===== src/rtl/pipeline_control.sv =====
// Hazard, stall and flush control for a five-stage pipeline, with a halt drain sequence.
// Define PIPE_PERF_CNT_EN to add the cycle_cnt / stall_cnt performance counters.
module pipeline_control (
  input  logic        CLK,
  input  logic        RST,
  input  logic        ihit,
  input  logic        dhit,
  input  logic        dREN_mem,
  input  logic        dWEN_mem,
  input  logic        dREN_ex,
  input  logic [4:0]  wsel_ex,
  input  logic [4:0]  rs_id,
  input  logic [4:0]  rt_id,
  input  logic        rt_used_id,
  input  logic        branch_taken_mem,
  input  logic        jump_id,
  input  logic        halt_mem,
  output logic        pc_enable,
  output logic        ifid_enable,
  output logic        ifid_flush,
  output logic        idex_enable,
  output logic        idex_flush,
  output logic        exmem_enable,
  output logic        exmem_flush,
  output logic        memwb_enable,
  output logic        memwb_flush,
`ifdef PIPE_PERF_CNT_EN
  output logic [31:0] cycle_cnt,
  output logic [31:0] stall_cnt,
`endif
  output logic        halted
);

  localparam logic [1:0] RUN    = 2'd0;
  localparam logic [1:0] DWAIT  = 2'd1;
  localparam logic [1:0] DRAIN  = 2'd2;
  localparam logic [1:0] HALTED = 2'd3;

  logic [1:0] state_q, state_d;
  logic       memok, load_use;

  assign memok    = !(dREN_mem || dWEN_mem) || dhit;
  assign load_use = dREN_ex && (wsel_ex != 5'd0) &&
                    ((wsel_ex == rs_id) || (rt_used_id && (wsel_ex == rt_id)));

  always_comb begin
    state_d      = state_q;
    pc_enable    = 1'b0;
    ifid_enable  = 1'b0;
    idex_enable  = 1'b0;
    exmem_enable = 1'b0;
    memwb_enable = 1'b0;
    ifid_flush   = 1'b0;
    idex_flush   = 1'b0;
    exmem_flush  = 1'b0;
    memwb_flush  = 1'b0;
    halted       = 1'b0;

    if (RST) begin
      state_d     = RUN;
      ifid_flush  = 1'b1;
      idex_flush  = 1'b1;
      exmem_flush = 1'b1;
      memwb_flush = 1'b1;
    end else begin
      unique case (state_q)
        RUN, DWAIT: begin
          if (memok) begin
            state_d      = RUN;
            pc_enable    = 1'b1;
            ifid_enable  = 1'b1;
            idex_enable  = 1'b1;
            exmem_enable = 1'b1;
            memwb_enable = 1'b1;
            if (!ihit) begin
              pc_enable  = 1'b0;
              ifid_flush = 1'b1;
            end
            if (jump_id) ifid_flush = 1'b1;
            // A load-use stall must keep IF/ID intact, so it cancels any fetch bubble.
            if (load_use) begin
              pc_enable   = 1'b0;
              ifid_enable = 1'b0;
              ifid_flush  = 1'b0;
              idex_flush  = 1'b1;
            end
            // A taken branch squashes the younger stages, so the stall is moot.
            if (branch_taken_mem) begin
              pc_enable   = 1'b1;
              ifid_enable = 1'b1;
              ifid_flush  = 1'b1;
              idex_flush  = 1'b1;
              exmem_flush = 1'b1;
            end
            if (halt_mem) begin
              pc_enable   = 1'b0;
              exmem_flush = 1'b1;
              state_d     = DRAIN;
            end
          end else begin
            state_d = DWAIT;
          end
        end
        DRAIN: begin
          memwb_enable = 1'b1;
          state_d      = HALTED;
        end
        HALTED: begin
          halted = 1'b1;
        end
        default: state_d = RUN;
      endcase
    end
  end

  always_ff @(posedge CLK or posedge RST) begin
    if (RST) state_q <= RUN;
    else     state_q <= state_d;
  end

`ifdef PIPE_PERF_CNT_EN
  always_ff @(posedge CLK or posedge RST) begin
    if (RST) begin
      cycle_cnt <= 32'd0;
      stall_cnt <= 32'd0;
    end else if (state_q != HALTED) begin
      cycle_cnt <= cycle_cnt + 32'd1;
      if (!pc_enable) stall_cnt <= stall_cnt + 32'd1;
    end
  end
`endif

endmodule


===== config.mk =====
export PLATFORM = sky130hd
export DESIGN_NAME = pipeline_control
export DESIGN_NICKNAME = d
export VERILOG_FILES = /design/src/rtl/pipeline_control.sv
export SDC_FILE = /design/constraint.sdc
export NUM_CORES = 1
export LEC_CHECK = 0
export CAP_MARGIN = 20
export CORE_AREA = 2 2 39 41
export CTS_CLUSTER_SIZE = 28
export DETAILED_ROUTE_END_ITERATION = 16
export DIE_AREA = 0 0 41 43
export HOLD_SLACK_MARGIN = 0.02
export PLACE_DENSITY_LB_ADDON = 0.05
export SYNTH_ARGS = -nofsm -noshare
export SYNTH_HDL_FRONTEND = slang
export SYNTH_SLANG_ARGS = --single-unit
export TNS_END_PERCENT = 10

===== constraint.sdc =====
create_clock -name CLK -period 5.8 [get_ports CLK]
set_input_delay 1.45 -clock CLK [delete_from_list [all_inputs] [get_ports CLK]]
set_output_delay 1.45 -clock CLK [all_outputs]
set_load 0.05 [all_outputs]

Yosys cells after proc, flatten, opt, wreduce, memory -nomap -nowiden
Cells that the tools add are included.
- bits in registers: 2
- input bits: 26
- output and inout port bits: 10
- equal/unequal tests: 5
- mux-type cells: 41
- reductions and logical operators: 11
- operator list (cell ; count):
    $mux W1 ; 36
    $eq A5 B5 Y1 ; 2
    $mux W2 ; 3
    $reduce_bool A5 Y1 ; 1
    $eq A2 B2 Y1 const B ; 2
    $pmux W2 S2 ; 1
    $logic_and A1 B1 Y1 ; 3
    $logic_or A1 B1 Y1 ; 3
    $reduce_bool A3 Y1 ; 1
    $eq A2 B1 Y1 const B ; 1
    $logic_not A2 Y1 ; 1
    $pmux W1 S2 ; 1
    $reduce_or A2 Y1 ; 1
    $logic_not A1 Y1 ; 1

Depth between registers and ports, before layout
Gate-level depths: netlist (run 1).
- depth after elaboration: 10
- gate-level depth with buffers: 4

Least setup slack after synthesis (run 1)
No wires, ideal clock.
- path type: input -> output
- start: in wsel_ex[1]
- end: out ifid_flush
- arrival time: 3.398 ns
- required time: 4.350 ns
- setup slack: 0.952 ns
- cell stages on the path: 4
- buffers on the path: 0
- cell sequence: or4_4 > o21ai_2 > nor3_1 > a211oi_1
- longest elaborated chain between the ends: 9
- elaborated cells on any way between the ends: 12
- RTL lines (element ; RTL line ; source):
    from (decl) ; 11 ; input logic [4:0] wsel_ex,
    $eq A5 B5 Y1 ; 44 ; ((wsel_ex == rs_id) || (rt_used_id && (wsel_ex == rt_id)));
    $logic_and A1 B1 Y1 ; 44 ;
    $logic_or A1 B1 Y1 ; 44 ;
    $logic_and A1 B1 Y1 * ; 43 ; assign load_use = dREN_ex && (wsel_ex != 5'd0) &&
    $mux W1 * ; 81 ; if (load_use) begin
    $mux W1 * ; 88 ; if (branch_taken_mem) begin
    $mux W1 * ; 68 ; if (memok) begin
    $mux W1 * ; 66 ; unique case (state_q)
    $mux W1 * ; 59 ; if (RST) begin
    to (decl) ; 20 ; output logic ifid_flush,
Every way passes the cells marked *; elsewhere a longest branch is shown, timed or not.

Worst setup path after layout (run 1)
Ends and elaborated chain as after synthesis.

==> results of run 1 <==
[per-stage QoR]
step                cell area, sq um  cells  power, mW  util [%]  hold slack [ns]
global placement                 684     93     0.0805      49.5            0.556
detailed placement               684     93     0.0804      49.5            0.561
finish                           707     96      0.111      51.1            0.562
CTS                              707     96      0.113      51.1            0.568
global route                     707     96      0.119      51.1            0.624
floorplan                        333     45     0.0508         -            0.511
[power groups by stage]
stage	clock (mW)	sequential, mW	combinational (mW)
global route	0.0348	0.0159	0.0683
finish	0.0312	0.0158	0.0639
detailed placement	0	0.0159	0.0644
floorplan	0	0.0158	0.0350
global placement	0	0.0159	0.0645
CTS	0.0326	0.0158	0.0645
[synthesized netlist by cell type (all sizes together), types with 2 or more instances]
cell type,number
dfrtp,2
a21oi,3
nand2b,2
or4,2
xnor2,10
nand2,2
nor2,7
buf,2
o21ai,2
[tightest hold or removal path, stage by stage, from the launching register on]
cell and delay [ns]:
sky130_fd_sc_hd__dfrtp_1 0.38, sky130_fd_sc_hd__a21oi_1 0.05, sky130_fd_sc_hd__nor2_1 0.08
[how the worst max path moves through the flow]
stage,cells after the start,end,slack (ns),from
floorplan,4,ifid_flush,0.95,wsel_ex[1]
global placement,6,ifid_flush,0.58,wsel_ex[1]
detailed placement,6,ifid_flush,0.56,wsel_ex[1]
CTS,6,ifid_flush,0.54,wsel_ex[1]
finish,6,ifid_flush,0.57,wsel_ex[1]
global route,6,ifid_flush,0.43,wsel_ex[1]
[routing by layer]
| layer | vias to the layer above | part of all wire (%) | track usage (%) |
|---|---|---|---|
| met5 | - | 0 | 0 |
| met4 | 0 | 0 | 8.00 |
| met3 | 0 | 5.3 | 3.14 |
| met2 | 14 | 55 | 18.4 |
| met1 | 202 | 39 | 17.6 |
| li1 | 229 | - | - |
[layout make-up]
type	instances	area (sq um)
Sequential cell	2	50.0
Timing Repair Buffer	35	350
Clock buffer	3	22.5
Fill cell	145	677
Tap cell	16	20.0
Inverter	1	3.75
Multi-Input combinational cell	39	260
[kinds of logic (layout without fill, tap and decap cells)]
| group | count (synthesis) | after routing | share of synthesized area, % |
|---|---|---|---|
| buffers and inverters | 4 | 39 | 6.76 |
| AOI/OAI and AO/OA | 10 | 10 | 20.3 |
| and+or+nand+nor | 19 | 19 | 31.6 |
| xor gates and xnor gates | 10 | 10 | 26.3 |
| DFF | 2 | 2 | 15.0 |
==> qor.csv, run 1 <==
stage,metric,value,unit
global_route,largest_net_degree_at_the_start_of_global_routing,11,
detailed_routing,ant_nets,0,
flow_run,cap_viol_max_count,0,
critical_path,regToRegSetupSlack,5.02,ns
timing,final.setup_skew,0.000501,ns
global_route,groute.usage.overall,13.2,%
final_layout,layout_top_registers,state_q (2),
die,die_w,41,um
global_route,grt_pass1_vias,401,
synthesis,synthesis.instances,45,
pwr,vdd.ir_drop.worst,0.0000781,V
global_route,grt_first_pass_wirelength,1610,um
clock_tree,cts_sinks,2,
critical_path,cells_traversed_along_the_worst_timing_path,clkdlybuf4s50_1 > or4_4 > o21ai_2 > nor3_1 > a211oi_1 > clkdlybuf4s50_1,
critical_path,crit_buf_inv,2,
placement,hpwlAfterDp,841,um
clock_tree,cts_setup_buffers,0,
critical_path,crit_path_start_kind,input port,
timing,worst-slew-pin-transition,0.499,ns
detailed_routing,drt-total-wl,936,um
critical_path,critical_path_peak_fanout,3,
detailed_routing,first_iter_violations,0,
final_layout,num-nets-final,108,
pwr,net-switching-power,0.0412,mW
run_status,status,"complete, no violations",
timing,slew_violations,0,
timing,finalSetupTns,0,ns
timing,timing.slew.headroom,66.6,%
hold_path,timing.hold.worst.start,state_q[1]$_DFFE_PP0P_,
synthesis,yosysSeqAreaShare,15.0,%
synthesis,asr_flop_ratio_synth,100,%
detailed_routing,num_vias,445,
synthesis,yosysTopAreaCellShare,26.3,%
pwr,combinational_power_share,57.6,%
critical_path,critical_path_required,4.35,ns
timing,fmax,191,MHz
final_layout,insertedDiodeCount,0,
detailed_routing,drcViolationCount,0,
die,design.core.area,1380,sq um
final_layout,layout_commonest_cell,sky130_fd_sc_hd__clkdlybuf4s50_1,
clock_tree,htree_levels,1,
final_layout,registers.top_by_ff_count,state_q,
synthesis,post_synth_main_area_contributors,"sky130_fd_sc_hd__xnor2_1, sky130_fd_sc_hd__dfrtp_1, sky130_fd_sc_hd__nor2_1",
synthesis,ys_dominant_reg_cell,sky130_fd_sc_hd__dfrtp_1,
critical_path,timing_worst_setup_path_type,input port to output pin,
detailed_routing,firstDrtPassIters,1,
pwr,p_int,0.0697,mW
pwr,power.switching_fraction,37.1,%
die,start_util,24.1,%
hold_path,worstHoldEndpoint,state_q[1]$_DFFE_PP0P_,
critical_path,crit_slowest_cell,sky130_fd_sc_hd__clkdlybuf4s50_1,
critical_path,rr_endpoint,state_q[0]$_DFFE_PP0P_,
detailed_routing,vias_per_cell,4.64,
timing,final_critical_path_setup_slack,0.571,ns
timing,rsz0062_at_grt,no,
pwr,seqPwrFrac,14.2,%
pwr,leakage,0.260,nW
synthesis,synth_cell_type_count,25,
synthesis,yosys.area.top_type,sky130_fd_sc_hd__xnor2_1,
critical_path,crit_top_cell,sky130_fd_sc_hd__clkdlybuf4s50_1,
synthesis,synth_area,333,sq um
pwr,clkPwrFrac,28.2,%
synthesis,yosys_register_bits,2,
detailed_routing,route.detailed.wl_per_inst,9.75,um
clock_tree,clockBufferDepth,2,
pwr,power_density,157,nW/um^2
timing,setup-violations-final,0,
die,core.rowCount,14,
critical_path,worst_path_largest_cell_delay,0.84,ns
final_layout,syn2layout_area_growth,112,%
global_route,grt_antenna_before_repair,0,
critical_path,crit_family,buffers and inverters,
hold_path,worst_hold_path_type,flop to flop,
timing,layout_worst_path_cycle_share,90.2,%
clock_tree,cts_hold_repair.buffers,0,
die,die_y_extent,43,um
critical_path,worstPathArrival,3.78,ns
placement,post_place_setup_slack,0.556,ns
timing,timing.final.crit_period,5.23,ns
clock_tree,cts_tree,yes,
critical_path,r2r.worst_path.cells,2,
clock_tree,cts-root-buf,sky130_fd_sc_hd__clkbuf_4,
final_layout,layout.cells.most_common_list,"sky130_fd_sc_hd__clkdlybuf4s50_1, sky130_fd_sc_hd__xnor2_1, sky130_fd_sc_hd__nor2_1, sky130_fd_sc_hd__a21oi_1, sky130_fd_sc_hd__clkbuf_4",
synthesis,synth_nets,71,
synthesis,ys_warn_count,0,
die,die_area,1760,sq um
die,io_pins,36,
timing,timing_hold_violations_final,0,
final_layout,drive_above_1_share,7.50,%
synthesis,synthesis.area_per_instance,7.40,sq um
placement,gp_congestion,0.701,
placement,io_buffer_count,35,
clock_tree,clkTransAtPathRegs,0.03,ns
critical_path,critical_path.reg2reg.startpoint,state_q[1]$_DFFE_PP0P_,
clock_tree,clk-insertion-delay-late,0.23,ns
clock_tree,numCtsBuffers,3,
synthesis,synth_edf_count,0,
final_layout,flip_flop_count_of_the_largest_register_after_layout,2,
hold_path,min_path_cells,2,
clock_tree,resized_gates_after_cts,0,
global_route,globalRoute.totalOverflow,0,
critical_path,worstSetupEndpointType,output pin,
Note: power is estimated with default switching activity, not from simulation.
==> run 2: changes to the inputs <==
- CAP_MARGIN: 20 -> default
==> results of run 2 <==
Same layout as run 1: the final DEF is identical, and so are final timing and power.
==> run 3: changes to the inputs <==
--- a/config.mk
+++ b/config.mk
@@ -13,2 +13,3 @@
 export PLACE_DENSITY_LB_ADDON = 0.05
+export SKIP_CTS_REPAIR_TIMING = 1
 export SYNTH_ARGS = -nofsm -noshare
==> constraint.sdc (replaced) <==
create_clock -name CLK -period 5.8 [get_ports CLK]
set_input_delay 0.87 -clock CLK [delete_from_list [all_inputs] [get_ports CLK]]
set_output_delay 0.87 -clock CLK [all_outputs]
set_load 0.05 [all_outputs]
==> results of run 3 <==
Same layout as run 1 (identical final DEF). Status: complete, no violations.
Main changes from that run: setup slack after placement 0.556 ns -> 1.72 ns; setup slack after layout 0.571 ns -> 1.73 ns
